==> config.mk <==
export PLATFORM = sky130hd
export DESIGN_NAME = uart_tx_arb
export DESIGN_NICKNAME = d
export VERILOG_FILES = /design/src/rtl/uart_tx_arb.sv
export SDC_FILE = /design/constraint.sdc
export NUM_CORES = 1
export LEC_CHECK = 0
export CAP_MARGIN = 40
export CORE_MARGIN = 2
export CORE_UTILIZATION = 56
export CTS_CLUSTER_DIAMETER = 30
export DETAILED_ROUTE_END_ITERATION = 10
export PLACE_DENSITY_LB_ADDON = 0.1
export RECOVER_POWER = 50
export SLEW_MARGIN = 40
export SYNTH_ARGS = -nofsm -noshare
export SYNTH_HDL_FRONTEND = slang
export SYNTH_SLANG_ARGS = --single-unit
==> constraint.sdc <==
create_clock -name clk -period 2.1 [get_ports clk]
set_input_delay 0.21 -clock clk [delete_from_list [all_inputs] [get_ports clk]]
set_output_delay 0.21 -clock clk [all_outputs]
set_load 0.01 [all_outputs]
==> src/rtl/uart_tx_arb.sv <==
// uart_tx_arb: shares one UART transmitter between two byte requesters.
//   req0 = sequencer result stream, req1 = register-print message stream.
//   Each requester has a small FIFO of {last, data} entries. A frame-aware
//   round-robin arbiter drains them one byte at a time; strobes are paced on
//   the transmitter busy flag. Frames never interleave.
// Ports:
//   clk, rst                  clock, synchronous active-high reset
//   i_reqN_data/valid/last    requester N byte, write strobe, end-of-frame
//   o_reqN_full, o_reqN_ovf   FIFO N full, sticky overflow (cleared by rst)
//   i_tx_busy                 transmitter busy
//   o_tx_data, o_tx_stb       byte to transmitter, 1-cycle send strobe
//   o_grant                   requester owning the current frame
//   o_active                  frame in progress

// Per-requester FIFO. A write while full is dropped and flags ovf.
module uart_tx_arb_fifo #(
    parameter int W  = 9,
    parameter int AW = 2
) (
    input  logic         clk,
    input  logic         rst,
    input  logic [W-1:0] wr_data,
    input  logic         wr,
    input  logic         rd,
    output logic [W-1:0] rd_data,
    output logic         empty,
    output logic         full,
    output logic         ovf
);
    localparam int DEPTH = 1 << AW;

    logic [DEPTH-1:0][W-1:0] mem;
    logic [AW:0]             wp, rp;

    // Extra pointer bit distinguishes full from empty.
    assign empty   = (wp == rp);
    assign full    = (wp[AW] != rp[AW]) && (wp[AW-1:0] == rp[AW-1:0]);
    assign rd_data = mem[rp[AW-1:0]];

    always_ff @(posedge clk) begin
        if (wr && !full)
            mem[wp[AW-1:0]] <= wr_data;
    end

    always_ff @(posedge clk) begin
        if (rst) begin
            wp  <= '0;
            rp  <= '0;
            ovf <= 1'b0;
        end else begin
            if (wr && !full) wp <= wp + 1'b1;
            if (wr && full)  ovf <= 1'b1;
            if (rd && !empty) rp <= rp + 1'b1;
        end
    end
endmodule

module uart_tx_arb #(
    parameter int DW       = 8,
    parameter int FIFO_AW  = 2,
    parameter int BUSY_LAT = 2
) (
    input  logic          clk,
    input  logic          rst,
    input  logic [DW-1:0] i_req0_data,
    input  logic          i_req0_valid,
    input  logic          i_req0_last,
    output logic          o_req0_full,
    output logic          o_req0_ovf,
    input  logic [DW-1:0] i_req1_data,
    input  logic          i_req1_valid,
    input  logic          i_req1_last,
    output logic          o_req1_full,
    output logic          o_req1_ovf,
    input  logic          i_tx_busy,
    output logic [DW-1:0] o_tx_data,
    output logic          o_tx_stb,
    output logic          o_grant,
    output logic          o_active
);
    localparam int CW = $clog2(BUSY_LAT + 1);

    typedef enum logic [1:0] {IDLE, WAIT_HI, WAIT_LO} state_t;

    state_t            state, state_nx;
    logic [1:0][DW:0]  fifo_wdata, fifo_rdata;
    logic [1:0]        fifo_wr, fifo_rd, fifo_empty, fifo_full, fifo_ovf;
    logic              lock, rr, last_sent, sel, can_pop, lo_done;
    logic [CW-1:0]     cnt;

    assign fifo_wdata[0] = {i_req0_last, i_req0_data};
    assign fifo_wdata[1] = {i_req1_last, i_req1_data};
    assign fifo_wr       = {i_req1_valid, i_req0_valid};

    for (genvar gi = 0; gi < 2; gi++) begin : g_fifo
        uart_tx_arb_fifo #(.W(DW + 1), .AW(FIFO_AW)) u_fifo (
            .clk     (clk),
            .rst     (rst),
            .wr_data (fifo_wdata[gi]),
            .wr      (fifo_wr[gi]),
            .rd      (fifo_rd[gi]),
            .rd_data (fifo_rdata[gi]),
            .empty   (fifo_empty[gi]),
            .full    (fifo_full[gi]),
            .ovf     (fifo_ovf[gi])
        );
    end

    assign o_req0_full = fifo_full[0];
    assign o_req1_full = fifo_full[1];
    assign o_req0_ovf  = fifo_ovf[0];
    assign o_req1_ovf  = fifo_ovf[1];
    assign o_active    = (state != IDLE) || lock;

    // Source selection: a held lock pins the frame owner; otherwise the
    // single non-empty FIFO wins, or the RR pointer breaks a tie.
    always_comb begin
        sel = o_grant;
        if (!lock) begin
            if (!fifo_empty[0] && !fifo_empty[1]) sel = rr;
            else                                  sel = fifo_empty[0];
        end
    end

    assign can_pop = (state == IDLE) && !fifo_empty[sel] && !i_tx_busy;
    assign fifo_rd = can_pop ? (2'b01 << sel) : 2'b00;
    assign lo_done = (state == WAIT_LO) && !i_tx_busy;

    always_comb begin
        state_nx = state;
        case (state)
            IDLE:    if (can_pop) state_nx = WAIT_HI;
            // Timeout covers a transmitter whose busy never rises.
            WAIT_HI: if (i_tx_busy || cnt == CW'(BUSY_LAT)) state_nx = WAIT_LO;
            WAIT_LO: if (!i_tx_busy) state_nx = IDLE;
            default: state_nx = IDLE;
        endcase
    end

    always_ff @(posedge clk) begin
        if (rst) begin
            state     <= IDLE;
            o_tx_stb  <= 1'b0;
            o_tx_data <= '0;
            o_grant   <= 1'b0;
            lock      <= 1'b0;
            rr        <= 1'b0;
            last_sent <= 1'b0;
            cnt       <= '0;
        end else begin
            state    <= state_nx;
            o_tx_stb <= can_pop;
            if (can_pop) begin
                o_tx_data <= fifo_rdata[sel][DW-1:0];
                last_sent <= fifo_rdata[sel][DW];
                o_grant   <= sel;
                lock      <= 1'b1;
                cnt       <= '0;
            end else if (state == WAIT_HI) begin
                cnt <= cnt + 1'b1;
            end
            // Frame ends once its last byte has been accepted by the UART.
            if (lo_done && last_sent) begin
                lock <= 1'b0;
                rr   <= ~o_grant;
            end
        end
    end
endmodule

## Word-level counts from Yosys, hierarchy flattened

Index checks and enable logic that the tools add are counted.
W data, S select, Z words.

- Flip-flop bits (word level): 103
- Latch bits: 0
- RAM bits: 0
- Bits in read-only memories: 0
- Input bits: 23
- Output and inout bits: 15
- Memories kept: 0

- Add/subtract/negate cells: 5
- Multipliers: 0
- Div/mod/pow operators: 0
- Order comparisons: 7
- Equality and inequality tests: 12
- Shifts and indexed selects: 1
- Multiplexer cells: 21
- Bitwise logic cells: 1
- Reductions and logical operators: 28

Operators with widths:

| kind | count |
|---|---|
| $bwmux W36 | 2 |
| $mux W9 | 6 |
| $bmux W9 S2 | 2 |
| $demux W9 S2 | 2 |
| $logic_and A1 B1 Y1 | 15 |
| $add A3 B1 Y3 const B | 4 |
| $lt A2 B3 Y1 const B | 4 |
| $mux W2 | 4 |
| $eq A3 B3 Y1 | 2 |
| $logic_not A1 Y1 | 6 |
| $ne A2 B2 Y1 const B | 3 |
| $pmux W2 S3 | 1 |
| $eq A2 B2 Y1 | 2 |
| $eq A2 B2 Y1 const B | 2 |
| $ge A2 B1 Y1 const B | 2 |
| $mux W1 | 4 |
| $reduce_or A2 Y1 | 2 |
| $reduce_and A3 Y1 | 1 |
| $add A2 B1 Y2 const B | 1 |
| $eq A2 B1 Y1 const B | 1 |
| $logic_not A2 Y1 | 1 |
| $logic_or A1 B1 Y1 | 2 |
| $lt A1 B2 Y1 const B | 1 |
| $ne A1 B1 Y1 | 2 |
| 3 further kinds | 3 |

## Logic depth before layout (Yosys ltp)

- Word-level depth: 12
- Gate-level depth with buffers: 6
- Gate-level depth less buffers: 5

## Cells and area by module

From an unflattened synthesis, not the netlist that was laid out.

- Cells, all modules: 313
- Area, all modules: 4530.6 um^2

Modules (own cells, without submodules):

| module | instances | cells an instance | area each (um^2) |
|---|---|---|---|
| uart_tx_arb_fifo | 2 | 120 | 1883.1 |
| uart_tx_arb | 1 | 73 | 764.5 |

## Worst setup path before layout

OpenSTA, ideal clock, no wires.

- Path type: register to register
- From: register g_fifo[0].u_fifo.wp[0]
- To: register g_fifo[0].u_fifo.mem[27] in the netlist's numbering (enable)
- Setup time: 345 ps
- Data arrival time: 1315 ps
- Data required time: 1755 ps
- Setup slack: 439 ps
- Stages on the path, launching flop included: 4
- Period minus slack after synthesis: 1661 ps
- Cells stage by stage: dfxtp_1 > xnor2_1 > a31oi_1 > and2_1

- Word-level cells in the longest chain between the ends: 4

Ends and longest elaborated chain:

| item | line | RTL |
|---|---|---|
| from (decl) | 33 | `logic [AW:0] wp, rp;` |
| from (signal assigned) | 51 | `if (wr && !full) wp <= wp + 1'b1;` |
| $eq A2 B2 Y1 | 37 | `assign full = (wp[AW] != rp[AW]) && (wp[AW-1:0] == rp[AW-1:0]);` |
| $logic_and A1 B1 Y1 | 37 |  |
| $logic_not A1 Y1 | 41 | `if (wr && !full)` |
| $logic_and A1 B1 Y1 | 41 |  |
| to (signal, indexed assignment) | 42 | `mem[wp[AW-1:0]] <= wr_data;` |
| to (decl) | 32 | `logic [DEPTH-1:0][W-1:0] mem;` |

Every way passes these cells.
A chain may end at the register's enable or synchronous reset.

## Worst setup path in the final report

- From: register g_fifo[0].u_fifo.wp[0]
- To: output o_req0_full

- Word-level cells in the longest chain between the ends: 2

Ends and longest elaborated chain:

| item | line | RTL |
|---|---|---|
| $eq A2 B2 Y1 | 37 |  |
| $logic_and A1 B1 Y1 | 37 |  |
| to (decl) | 68 | `output logic o_req0_full,` |

Every way passes these cells.

==> metrics <==
status=finished clean; EDFF count, synth=72; Starting Density=0.5737; clock root buffer=clkbuf_8; layout cell share with drive strength beyond 1=0.1739; period utilization=0.9562; clock slew at reported path FFs=0.11 ns; Max Fclk=498.0 MHz; Post-DP Area=4691 µm²; Rel. slew slack=0.6405; Critical R2R Launch=g_fifo[0].u_fifo.wp[0]$_SDFFE_PP0P_; GP Congestion=0.7666; total gr overflow=0; Synth Register Bits=103; Tot GR Track Use=0.1853; commonest non-fill, non-tap cell in the layout=edfxtp_1; R2R setup slack=0.26 ns; fin nets=351; Synth Net Count=296; Buf+Inv Stages, Crit Path=1; number of hold-slack violations in the final timing report=0; CTS Hold Bufs=0; H-tree lvl count=3; Tot Pwr=4.813 mW; core area=7176 µm²; ys flop type=edfxtp_1; max layer used=met4; Area Overhead vs Synth=19.45%; maximum VDD drop=0.0005671 V; Final Cell Area=4917 µm²; CTS Buffer Depth=2; WP data arrival=1.80 ns; Detail Route Antenna Nets=0; via count=2289; Levels on crit path=3; clock sinks=103; Yosys cell types=36; asr flop ratio synth=0; fillers=504; crit path max-delay cell type=clkdlybuf4s50_1; TritonCTS Buffers=9; vias in the first global route=2330; die span in x=89.74 µm; Clock Latency Late Sink=0.36 ns; largest net degree at the start of global routing=21; antenna violations before repair=0; endpoints failing setup=0; non-filler cells, final=421; Port Buf Inserts=37; Via density=5.437; sequential-to-total area share from yosys stat=0.6760; Starting DRT DRC Count=92; router iterations before antenna repair=4; Max-Cap Viols=0; static leakage=1.735 nW; # DRC=0; Post-Synthesis Cell Area=4116 µm²; Worst R2R Path Depth=4; post-DR wirelength/cell=16.66 µm; CP Max Fanout=5; post-layout minimum cycle time=2.008 ns; dpl cells=404; TNS Setup=0 ns; die footprint=8052 µm²; final slew viol count=0; placed wire-length estimate=4724 µm; HP Class=in2reg; WL met2=3473 µm; Critical Path Max Stage Delay=0.54 ns; WL met3=271 µm; Die H=89.74 µm; first-pass GRT wire length=11580 µm; antenna cells=0; Core Rows=31; RSZ-0062 raised after global routing=false; reg-to-reg critical path endpoint=g_fifo[0].u_fifo.mem[28]$_DFFE_PP_; I/O pin total=38; synth warn=0; critical path data required time=1.89 ns; Worst Skew=0.01530 ns; met1 wire length=3128 µm; CP Cell Sequence=xnor2_2 > and3_1 > clkdlybuf4s50_1; mean area per synthesized cell=15.71 µm²; critical path's top delay family=buffers and inverters; Cells after Synth=262; crit path launch type=register; crit path capture=o_req0_full; Worst Setup End Kind=output port; CP startpoint=g_fifo[0].u_fifo.wp[0]$_SDFFE_PP0P_; pwr/cell area=978.8 nW/µm²; final WL=7015 µm; CTS tree=done; Slew @ Worst Pin=0.5320 ns; most frequent cells in the layout=edfxtp_1 (72), dfxtp_1 (31), dlygate4sd3_1 (30); crit path kind=reg2out
-- final cells by class --
class | count | area, µm² | area share
sequential | 103 | 2783 | 0.5659
multi-input combinational | 139 | 1266 | 0.2575
timing repair buffer | 54 | 504.2 | 0.1025
clock buffer | 9 | 123.9 | 0.02519
tap | 99 | 123.9 | 0.02519
clock inverter | 7 | 78.83 | 0.01603
inverter | 10 | 37.54 | 0.007634
-- cell usage after synthesis (2+ instances only) --
cell type	instances	area, µm²
a21oi_1	6	30.03
nor2_1	26	97.59
nand3_1	2	10.01
clkbuf_1	5	18.77
mux4_2	18	405.4
mux2i_1	4	40.04
dfxtp_1	31	620.6
and2_1	8	50.05
nor2b_1	3	18.77
o21ai_0	2	10.01
edfxtp_1	72	2162
or3_1	2	12.51
xnor2_1	11	96.34
buf_2	3	15.01
o22ai_1	8	50.05
inv_1	10	37.54
ha_1	11	137.6
nor3_1	11	55.05
nand2b_1	5	31.28
and3_1	2	12.51
xor2_1	5	43.79
a31oi_1	3	18.77
-- per-stage QoR --
step | setup slack [ns] | hold WS [ns] | utilization
final | 0.09188 | 0.4708 | 0.6853
after global routing | 0.003580 | 0.4921 | 0.6853
after CTS | 0.04567 | 0.4586 | 0.6840
after detailed placement | 0.1917 | 0.4580 | 0.6537
after global placement | 0.2270 | 0.4494 | 0.6537
after floorplan | 0.4394 | 0.2997 | -
-- repair_timing --
action,in CTS,in global routing
pin swaps,0,2
setup endpoints to repair,1,2
buffers inserted,0,1
endpoints found under the hold margin,0,0
resized for setup,2,1
-- flip-flops by register name, indices dropped and copies added, names as in the netlist --
name,count
state,2
g_fifo.u_fifo.mem,72
lock,1
g_fifo.u_fifo.ovf,2
o_tx_stb,1
rr,1
last_sent,1
g_fifo.u_fifo.rp,6
o_tx_data,8
g_fifo.u_fifo.wp,6
o_grant,1
cnt,2
-- layer usage --
layer	global-route usage	vias to the layer above
met4	0.07821	0
met1	0.2415	1129
met5	0	-
li1	-	1101
met2	0.3112	50
met3	0.03185	9
-- worst min-delay path by stage --
stage                                          to  cells past startpoint  slack (ns)                               from
3_5_place_dp    g_fifo[1].u_fifo.ovf$_SDFFE_PP0P_                      2        0.46  g_fifo[1].u_fifo.ovf$_SDFFE_PP0P_
6_report        g_fifo[0].u_fifo.ovf$_SDFFE_PP0P_                      3        0.47                       i_req0_valid
3_3_place_gp    g_fifo[1].u_fifo.ovf$_SDFFE_PP0P_                      2        0.45  g_fifo[1].u_fifo.ovf$_SDFFE_PP0P_
2_1_floorplan                 cnt[1]$_SDFFE_PP0N_                      1        0.30                                rst
4_1_cts        g_fifo[0].u_fifo.mem[16]$_DFFE_PP_                      1        0.46                     i_req0_data[7]
5_1_grt         g_fifo[1].u_fifo.ovf$_SDFFE_PP0P_                      3        0.49                       i_req1_valid
-- power breakdown --
part	total (mW)	leakage [nW]	internal (mW)	switching, mW
clock network	1.25	0.0998	0.566	0.684
logic	1.09	0.721	0.556	0.530
registers	2.48	0.914	2.36	0.116
-- cell families after synthesis --
| kind of cell | count (synthesis) | synth area share |
|---|---|---|
| buffers and inverters | 20 | 0.02189 |
| muxes | 22 | 0.1082 |
| AOI/OAI and AO/OA | 26 | 0.04560 |
| xor gates and xnor gates | 16 | 0.03404 |
| DFF | 103 | 0.6760 |
| and+or+nand+nor | 64 | 0.08085 |
| adders and majority gates | 11 | 0.03343 |
-- worst min-delay path, stage by stage --
cell	delay, ns
clkdlybuf4s50_1	0.42
a21oi_1	0.13
nor2_1	0.04
Power figures use the tool's default switching activity.
